## config.mk

```make
export PLATFORM = sky130hd
export DESIGN_NAME = display_scan_mux
export DESIGN_NICKNAME = d
export VERILOG_FILES = /design/src/rtl/display_pkg.sv /design/src/rtl/refresh_prescaler.sv /design/src/rtl/display_scan_mux.sv
export SDC_FILE = /design/constraint.sdc
export NUM_CORES = 1
export LEC_CHECK = 0
export BUFFER_PORTS_ARGS = -buffer_cell sky130_fd_sc_hd__buf_2
export CORE_MARGIN = 8
export CORE_UTILIZATION = 60
export CTS_BUF_LIST = sky130_fd_sc_hd__clkbuf_2
export DETAILED_ROUTE_END_ITERATION = 10
export MAX_ROUTING_LAYER = met4
export PLACE_DENSITY_LB_ADDON = 0.15
export SLEW_MARGIN = 20
export SYNTH_ARGS = -nofsm -noshare
export SYNTH_HDL_FRONTEND = slang
export SYNTH_HIERARCHICAL = 1
export SYNTH_SLANG_ARGS = --single-unit
```

## constraint.sdc

```tcl
create_clock -name clk -period 3.29 [get_ports clk]
set_input_delay 0.329 -clock clk [delete_from_list [all_inputs] [get_ports clk]]
set_output_delay 0.329 -clock clk [all_outputs]
set_load 0.005 [all_outputs]
```

## src/rtl/display_pkg.sv

```systemverilog
// Shared constants and scan-state encoding for the
// 4-digit multiplexed 7-segment driver.
package display_pkg;

  localparam int DIGITS  = 4;
  localparam int DIGIT_W = 4;

  localparam logic [3:0] AN_OFF  = 4'b1111;
  localparam logic [3:0] BCD_MAX = 4'd9;

  typedef enum logic [1:0] {
    SCAN0 = 2'd0,
    SCAN1 = 2'd1,
    SCAN2 = 2'd2,
    SCAN3 = 2'd3
  } scan_e;

endpackage

```

## src/rtl/refresh_prescaler.sv

```systemverilog
// Divides clk down to a one-cycle tick every
// REFRESH_DIV cycles to pace the digit scan.
module refresh_prescaler #(
  parameter int REFRESH_DIV = 50000
) (
  input  logic clk,
  input  logic rst,
  output logic tick
);

  localparam int CW =
    (REFRESH_DIV > 1) ? $clog2(REFRESH_DIV) : 1;
  localparam logic [CW-1:0] LAST = CW'(REFRESH_DIV - 1);

  logic [CW-1:0] cnt;

  assign tick = (cnt == LAST);

  always_ff @(posedge clk) begin
    if (rst) begin
      cnt <= '0;
    end else if (tick) begin
      cnt <= '0;
    end else begin
      cnt <= cnt + 1'b1;
    end
  end

endmodule

```

## src/rtl/display_scan_mux.sv

```systemverilog
// Scans a 4-digit BCD shadow word onto a common-anode
// display, one digit per refresh slot, with zero blanking.
module display_scan_mux
  import display_pkg::*;
#(
  parameter int REFRESH_DIV = 50000
) (
  input  logic        clk,
  input  logic        rst,
  input  logic        load,
  input  logic [15:0] value_in,
  input  logic [3:0]  dp_in,
  input  logic        blank_en,
  output logic [3:0]  bcd,
  output logic [3:0]  an,
  output logic        dp,
  output logic        err
);

  logic        tick;
  scan_e       state_q;
  scan_e       state_d;
  logic [1:0]  idx;
  logic [15:0] shadow;
  logic [3:0]  dp_sh;
  logic [3:0]  nz;
  logic [3:0]  bad;
  logic [3:0]  blanked;
  logic [3:0]  nib;
  logic [3:0]  sel;

  refresh_prescaler #(
    .REFRESH_DIV(REFRESH_DIV)
  ) u_presc (
    .clk (clk),
    .rst (rst),
    .tick(tick)
  );

  always_ff @(posedge clk) begin
    if (rst) begin
      state_q <= SCAN0;
    end else begin
      state_q <= state_d;
    end
  end

  always_comb begin
    state_d = state_q;
    if (tick) begin
      unique case (state_q)
        SCAN0: state_d = SCAN1;
        SCAN1: state_d = SCAN2;
        SCAN2: state_d = SCAN3;
        SCAN3: state_d = SCAN0;
      endcase
    end
  end

  assign idx = state_q;

  always_ff @(posedge clk) begin
    if (rst) begin
      shadow <= '0;
      dp_sh  <= '0;
    end else if (load) begin
      shadow <= value_in;
      dp_sh  <= dp_in;
    end
  end

  // Invalid nibbles are nonzero, so they stop blanking too
  always_comb begin
    nz  = '0;
    bad = '0;
    for (int k = 0; k < DIGITS; k++) begin
      nz[k]  = |shadow[k*DIGIT_W +: DIGIT_W];
      bad[k] = shadow[k*DIGIT_W +: DIGIT_W] > BCD_MAX;
    end
  end

  always_comb begin
    blanked    = '0;
    blanked[3] = blank_en & ~nz[3];
    blanked[2] = blanked[3] & ~nz[2];
    blanked[1] = blanked[2] & ~nz[1];
  end

  assign nib = shadow[{idx, 2'b00} +: DIGIT_W];
  assign sel = 4'b0001 << idx;

  always_ff @(posedge clk) begin
    if (rst) begin
      bcd <= '0;
      an  <= AN_OFF;
      dp  <= 1'b0;
      err <= 1'b0;
    end else begin
      bcd <= nib;
      an  <= blanked[idx] ? AN_OFF : ~sel;
      dp  <= dp_sh[idx] & ~blanked[idx];
      err <= |bad;
    end
  end

endmodule
```

==> flow_summary.yaml, run 1 <==
power:
  swShare: 0.249
  seqPwrFrac: 0.676
  p_clk_frac: 0.241
  power_frac_comb: 0.084
  p_int_uw: 691
  power.switching_uw: 229
  irDropWorstVdd_v: 0.000302
  finalPower_uw: 920
  p_per_area_mw_per_mm2: 412
  cellLeakagePower_uw: 0.000913
routing:
  wl_met2_microns: 1970
  highest_layer: "met4"
  first_pass_iters: 4
  num_vias: 1505
  wire_per_inst_microns: 14.3
  drt_first_iter_violations: 85
  routed_wl_microns: 3970
  drc: 0
  vias_per_cell: 5.43
  wl_met3_microns: 328
  drt-met1-wl_microns: 1630
  drt.antenna.violating_nets: 0
clocking:
  root_buffer: "clkbuf_2"
  clk_latency_ns: 0.42
  clk_pin_slew_worst_paths_ns: 0.22
  cts_buffers: 5
  cts_buffer_depth: 2
  cts_hold_buf: 0
  ctsHtreeMaxLevel: 2
  post_cts_buffers: 0
  cts_tree: "done"
  cts.sinks: 48
  cts_resized: 0
floorplan:
  core_area_sq_mm: 0.00328
  die-area_sq_mm: 0.00548
  boundaryPins: 34
  fp.dieH_microns: 74.1
  initial_utilization: 0.616
  num_rows: 21
  die_x_microns: 74.1
setup_path:
  cp.arrival_ns: 2.13
  crit_start: "u_presc/cnt[0]$_SDFF_PP0_"
  path_cells: "ha_1 > nand4_2 > and4b_1 > or2_1 > nor2_1"
  cp_max_fo: 15
  start_kind: "register"
  r2r-start: "u_presc/cnt[0]$_SDFF_PP0_"
  critPathMaxStageDelay_ns: 0.42
  slowest_stage: "dfxtp_1"
  ff2ff_path_depth: 5
  end_kind: "register"
  critPathKind: "register to register"
  worstPathRequired_ns: 3.61
finish:
  num-nets-final: 260
  layout_common_cells: "dfxtp_1 (48), nor2_1 (43), buf_2 (33)"
  drive_gt1_frac: 0.208
  num_antenna_cells: 0
  final_common_cell: "dfxtp_1"
  syn_to_final_growth_pct: 10.5
  fin_cells: 277
synthesis:
  async_flop_share: 0
  synthFlopType: "dfxtp_1"
  ys_types: 29
  ys_seq_area_frac: 0.475
  synth_edf_count: 0
  synth_warnings: 6
  synth_nets: 228
  synth_area_sq_mm: 0.00202
  synth-seq-cells: 48
  syn_inst: 198
  avgSynthCellArea_sq_um: 10.2
placed_design:
  hpwl_microns: 2990
  place_ws_ns: 1.49
  port_buffers: 33
  dp.cells: 269
  gp_congestion: 0.938
global_routing:
  grt_max_degree: 27
  grt.overflow.total: 0
  antenna_found_initial: 0
  grt_pass1_vias: 1546
  grt_pass1_wl_microns: 6670
  grt_usage: 0.161
timing:
  maxClockFrequency_mhz: 550
  maxSlewViolCount: 0
  setup_viol_count_final: 0
  fin_skew_ns: 0.0157
  hold_violations: 0
  fin_ws_ns: 1.47
  maxSlewHeadroom: 0.608
  tns_ns: 0
  min_period_ns: 1.82
  tightest_slew_ns: 0.589
  fin_crit_sh: 0.552
  rsz0062_at_grt: "no"
worst_hold_path:
  min-delay-start: "dp_in[2]"
  hold_depth: 3
  holdCritPathClass: "input pin to register"
outcome:
  outcome: "completed"
flow_run:
  max-cap-violations: 0
==> cell type report <==
class                   count  area (sq um)
inverters                   7          26.3
well taps                  46          57.6
fillers                   259          1050
multi-input cells         135           985
flip-flops and latches     48           961
clock inverters             3          13.8
clock buffers               5          25.0
repair buffers             33           165
==> synth_stat cells (2+ instances only) <==
cell / number / area (sq um)
clkbuf_1: 2 / 7.51
mux2i_1: 21 / 210
ha_1: 6 / 75.1
buf_6: 2 / 22.5
nor4_1: 5 / 31.3
nand4_1: 3 / 18.8
nand3_1: 5 / 25.0
buf_2: 4 / 20.0
o211ai_1: 4 / 30.0
nor4bb_1: 2 / 20.0
o21ai_0: 4 / 20.0
and2_1: 5 / 31.3
nor3_1: 5 / 25.0
nor2_1: 43 / 161
xnor2_1: 13 / 114
nand2_1: 4 / 15.0
dfxtp_1: 48 / 961
mux4_2: 5 / 113
inv_1: 7 / 26.3
==> path summary, 6_finish.rpt <==
| kind | to | slack [ns] |
|---|---|---|
| max | u_presc/cnt[12]$_SDFF_PP0_ | 1.47 |
| min | dp_sh[2]$_SDFFE_PP0P_ | 0.13 |
| max reg2reg | u_presc/cnt[12]$_SDFF_PP0_ | 1.47 |
| min reg2reg | u_presc/cnt[0]$_SDFF_PP0_ | 0.50 |
==> registers in the layout (all words and copies together) (netlist names) <==
signal       cells
bcd              4
an               4
dp_sh            4
dp               1
shadow          16
idx              2
err              1
u_presc/cnt     16
==> stage by stage <==
stage,area [sq um],hold WS [ns],utilization
after floorplan,2020,0.401,-
after CTS,2230,0.113,0.680
after global routing,2230,0.0975,0.680
after detailed placement,2190,0.455,0.668
after global placement,2190,0.441,0.668
final,2230,0.128,0.680
==> power groups by stage <==
stage	clock, uW	combinational, uW	sequential [uW]
floorplan	0	51.9	628
global placement	0	73.7	631
detailed placement	0	77.2	633
CTS	232	78.0	621
global route	254	85.3	624
finish	221	76.9	622
==> kinds of logic (layout without fill, tap and decap cells) <==
family	Yosys count	count (layout)	share of synthesized area
AOI/OAI and AO/OA	13	13	0.0470
adders and majority gates	6	6	0.0371
muxes	26	26	0.160
buffers and inverters	15	48	0.0378
and+or+nand+nor	76	76	0.183
xor gates and xnor gates	14	14	0.0606
DFF	48	48	0.475
==> layer usage <==
metal | vias up | track usage
li1 | 745 | -
met4 | 0 | 0.0687
met3 | 6 | 0.0620
met1 | 710 | 0.161
met5 | - | -
met2 | 44 | 0.273
==> critical path, delay by kind of cell (launching register included) <==
kind	cells	cell delay, ns
and+or+nand+nor	4	1.07
DFF	1	0.42
adders and majority gates	1	0.24
Power figures use the tool's default switching activity.
==> inputs of run 2 (changes only) <==
ABC_AREA = 1   (was default)
CORE_UTILIZATION = 58   (was 60)
clock period = 1.8 ns   (was 3.29 ns; I/O delays follow)
==> run 2 against run 1 <==
  * Cell count increased by 38%
  * Non-clock buffer count increased by 9
  * Fmax increased by 18%
  * Hold slack got worse by 0.10 ns
  * Core utilization decreased by 0.23 points
  * Critical path type unchanged
==> flow_summary.yaml, run 2 <==
worst_hold_path:
  hold_depth: 3
  min-delay-start: "value_in[1]"
  holdCritPathClass: "input pin to register"
  hold_end: "shadow[1]$_SDFFE_PP0P_"
setup_path:
  critPathMaxStageDelay_ns: 0.41
  crit_start: "u_presc/cnt[0]$_SDFF_PP0_"
  start_kind: "register"
  cp_max_fo: 5
  ff2ff_path_depth: 7
  crit_buf_inv: 1
  end_kind: "register"
  r2r_end: "idx[0]$_SDFFE_PP0P_"
  r2r_slack_ns: 0.26
  slowest_stage: "dfxtp_1"
  worstPathRequired_ns: 2.12
  cp_top_family: "simple AND/OR/NAND/NOR gates"
  path_cells: "ha_1 > nand3_1 > or2_2 > nor2_1 > inv_1 > nor3_1 > a211oi_1"
  r2r-start: "u_presc/cnt[0]$_SDFF_PP0_"
  cp.arrival_ns: 1.86
  critPathKind: "register to register"
power:
  power.switching_uw: 438
  finalPower_uw: 1860
  p_int_uw: 1420
  p_per_area_mw_per_mm2: 749
  irDropWorstVdd_v: 0.000521
  p_clk_frac: 0.304
  swShare: 0.236
  power_frac_comb: 0.087
  seqPwrFrac: 0.610
  cellLeakagePower_uw: 0.00100
synthesis:
  netlist_top_cells_area: "dfxtp_1 (44%), nor2_1 (8.5%), a21oi_1 (7.1%)"
  ys_types: 29
  synth-seq-cells: 48
  netlist_top_cells_count: "nor2_1 (50), dfxtp_1 (48), nand2_1 (41)"
  synth_nets: 325
  synth_warnings: 6
  avgSynthCellArea_sq_um: 7.44
  async_flop_share: 0
  synth.top_cell.area_share: 0.438
  synth_area_sq_mm: 0.00220
  yosysMostFrequentCell: "nor2_1"
  synth_edf_count: 0
  synthFlopType: "dfxtp_1"
  syn_inst: 295
  ys_seq_area_frac: 0.438
  yosysTopAreaCell: "dfxtp_1"
clocking:
  cts_buffer_depth: 2
  post_cts_buffers: 0
  clk_latency_ns: 0.41
  ctsHtreeMaxLevel: 2
  clk_pin_slew_worst_paths_ns: 0.21
  cts_resized: 0
  cts_tree: "done"
  cts_buffers: 5
  cts.sinks: 48
  root_buffer: "clkbuf_2"
routing:
  drt.antenna.violating_nets: 0
  routed_wl_microns: 4410
  wire_per_inst_microns: 11.5
  drt_first_iter_violations: 180
  num_vias: 1924
  drc: 0
  first_pass_iters: 4
  vias_per_cell: 5.02
global_routing:
  antenna_found_initial: 0
  grt_pass1_vias: 1807
  grt_pass1_wl_microns: 7800
  grt_max_degree: 33
  grt.overflow.total: 0
  grt_usage: 0.157
placed_design:
  gp_congestion: 0.864
  dpl-instance-area_sq_mm: 0.00235
  dp.cells: 368
  port_buffers: 33
  hpwl_microns: 3190
timing:
  maxSlewHeadroom: 0.696
  min_period_ns: 1.54
  fin_skew_ns: 0.0229
  fin_crit_sh: 0.858
  tns_ns: 0
  tightest_slew_ns: 0.456
  maxSlewViolCount: 0
  hold_violations: 0
  rsz0062_at_grt: "no"
  maxClockFrequency_mhz: 648
  setup_viol_count_final: 0
finish:
  nFillCells: 337
  num-nets-final: 364
  final_common_cell: "nor2_1"
  layout_common_cells: "nor2_1 (50), dfxtp_1 (48), nand2_1 (41)"
  fin_cells: 383
  drive_gt1_frac: 0.182
  top_regs: "shadow: 16 flops, u_presc/cnt: 16 flops"
  num_antenna_cells: 0
  syn_to_final_growth_pct: 13.0
  final_area_sq_mm: 0.00248
floorplan:
  initial_utilization: 0.600
  core_area_sq_mm: 0.00366
  die-area_sq_mm: 0.00601
  boundaryPins: 34
  die_x_microns: 77.5
  num_rows: 22
  fp.dieH_microns: 77.5
outcome:
  outcome: "completed"
flow_run:
  max-cap-violations: 0
==> run 2: cell types whose count changed after synthesis, sizes merged, moves of 10 or more <==
cell / previous run / this run
nand2: 4 / 45
a21oi: 0 / 34
o21ai: 4 / 32
inv: 7 / 34
mux2i: 21 / 0
xnor2: 13 / 1
nor2: 43 / 53
==> run 2: worst max-delay path by stage <==
stage	cells past startpoint	endpoint	slack, ns
6_report	7	idx[0]$_SDFFE_PP0P_	0.26
4_1_cts	7	idx[0]$_SDFFE_PP0P_	0.25
2_1_floorplan	7	idx[1]$_SDFFE_PP0P_	0.38
3_5_place_dp	7	idx[0]$_SDFFE_PP0P_	0.26
3_3_place_gp	7	idx[1]$_SDFFE_PP0P_	0.31
5_1_grt	7	idx[0]$_SDFFE_PP0P_	0.09
==> run 2: metrics by stage <==
stage                     worst slack, ns  hold WS, ns   util
final                               0.256       0.0259  0.678
after global routing               0.0893       0.0123  0.678
after CTS                           0.247      0.00377  0.678
after detailed placement            0.255        0.408  0.641
after global placement              0.309        0.402  0.641
after floorplan                     0.382        0.315      -
==> run 2: layout make-up <==
type,count,area [sq um],area share
clock buffers,6,30.0,0.0121
clock inverters,2,35.0,0.0141
flip-flops and latches,48,961,0.387
repair buffers,42,250,0.101
inverters,34,128,0.0514
multi-input cells,203,1020,0.410
well taps,48,60.1,0.0242
==> run 2: cell families after synthesis <==
family                   synth area share
AND/OR/NAND/NOR                     0.244
XOR/XNOR                           0.0160
flip-flops                          0.438
buffers and inverters              0.0991
AO/OA/AOI/OAI                       0.169
adder cells (fa/ha/maj)            0.0342
==> run 2: worst reg2reg max path, cell delays in order, from the launching register on <==
cell and delay [ns]:
dfxtp_1 0.41, ha_1 0.20, nand3_1 0.16, or2_2 0.32, nor2_1 0.10, inv_1 0.08, nor3_1 0.14, a211oi_1 0.06
==> run 2: timing repair <==
action,CTS,global route
hold buffers,7,0
setup endpoints to repair,0,0
hold endpoints to repair,7,0
==> run 2: power groups by stage <==
stage	sequential [uW]	combinational (uW)	clock, uW
6_report	1130	161	564
5_1_grt	1140	186	614
4_1_cts	1130	161	579
3_5_place_dp	1150	149	0
3_3_place_gp	1150	147	0
2_1_floorplan	1150	102	0
==> run 2: metal layers <==
layer,up-vias,global-route usage,part of all wire
met1,845,0.200,0.51
met2,43,0.237,0.43
met3,5,0.0415,0.049
met5,-,-,0
li1,1031,-,-
met4,0,0.0509,0.010
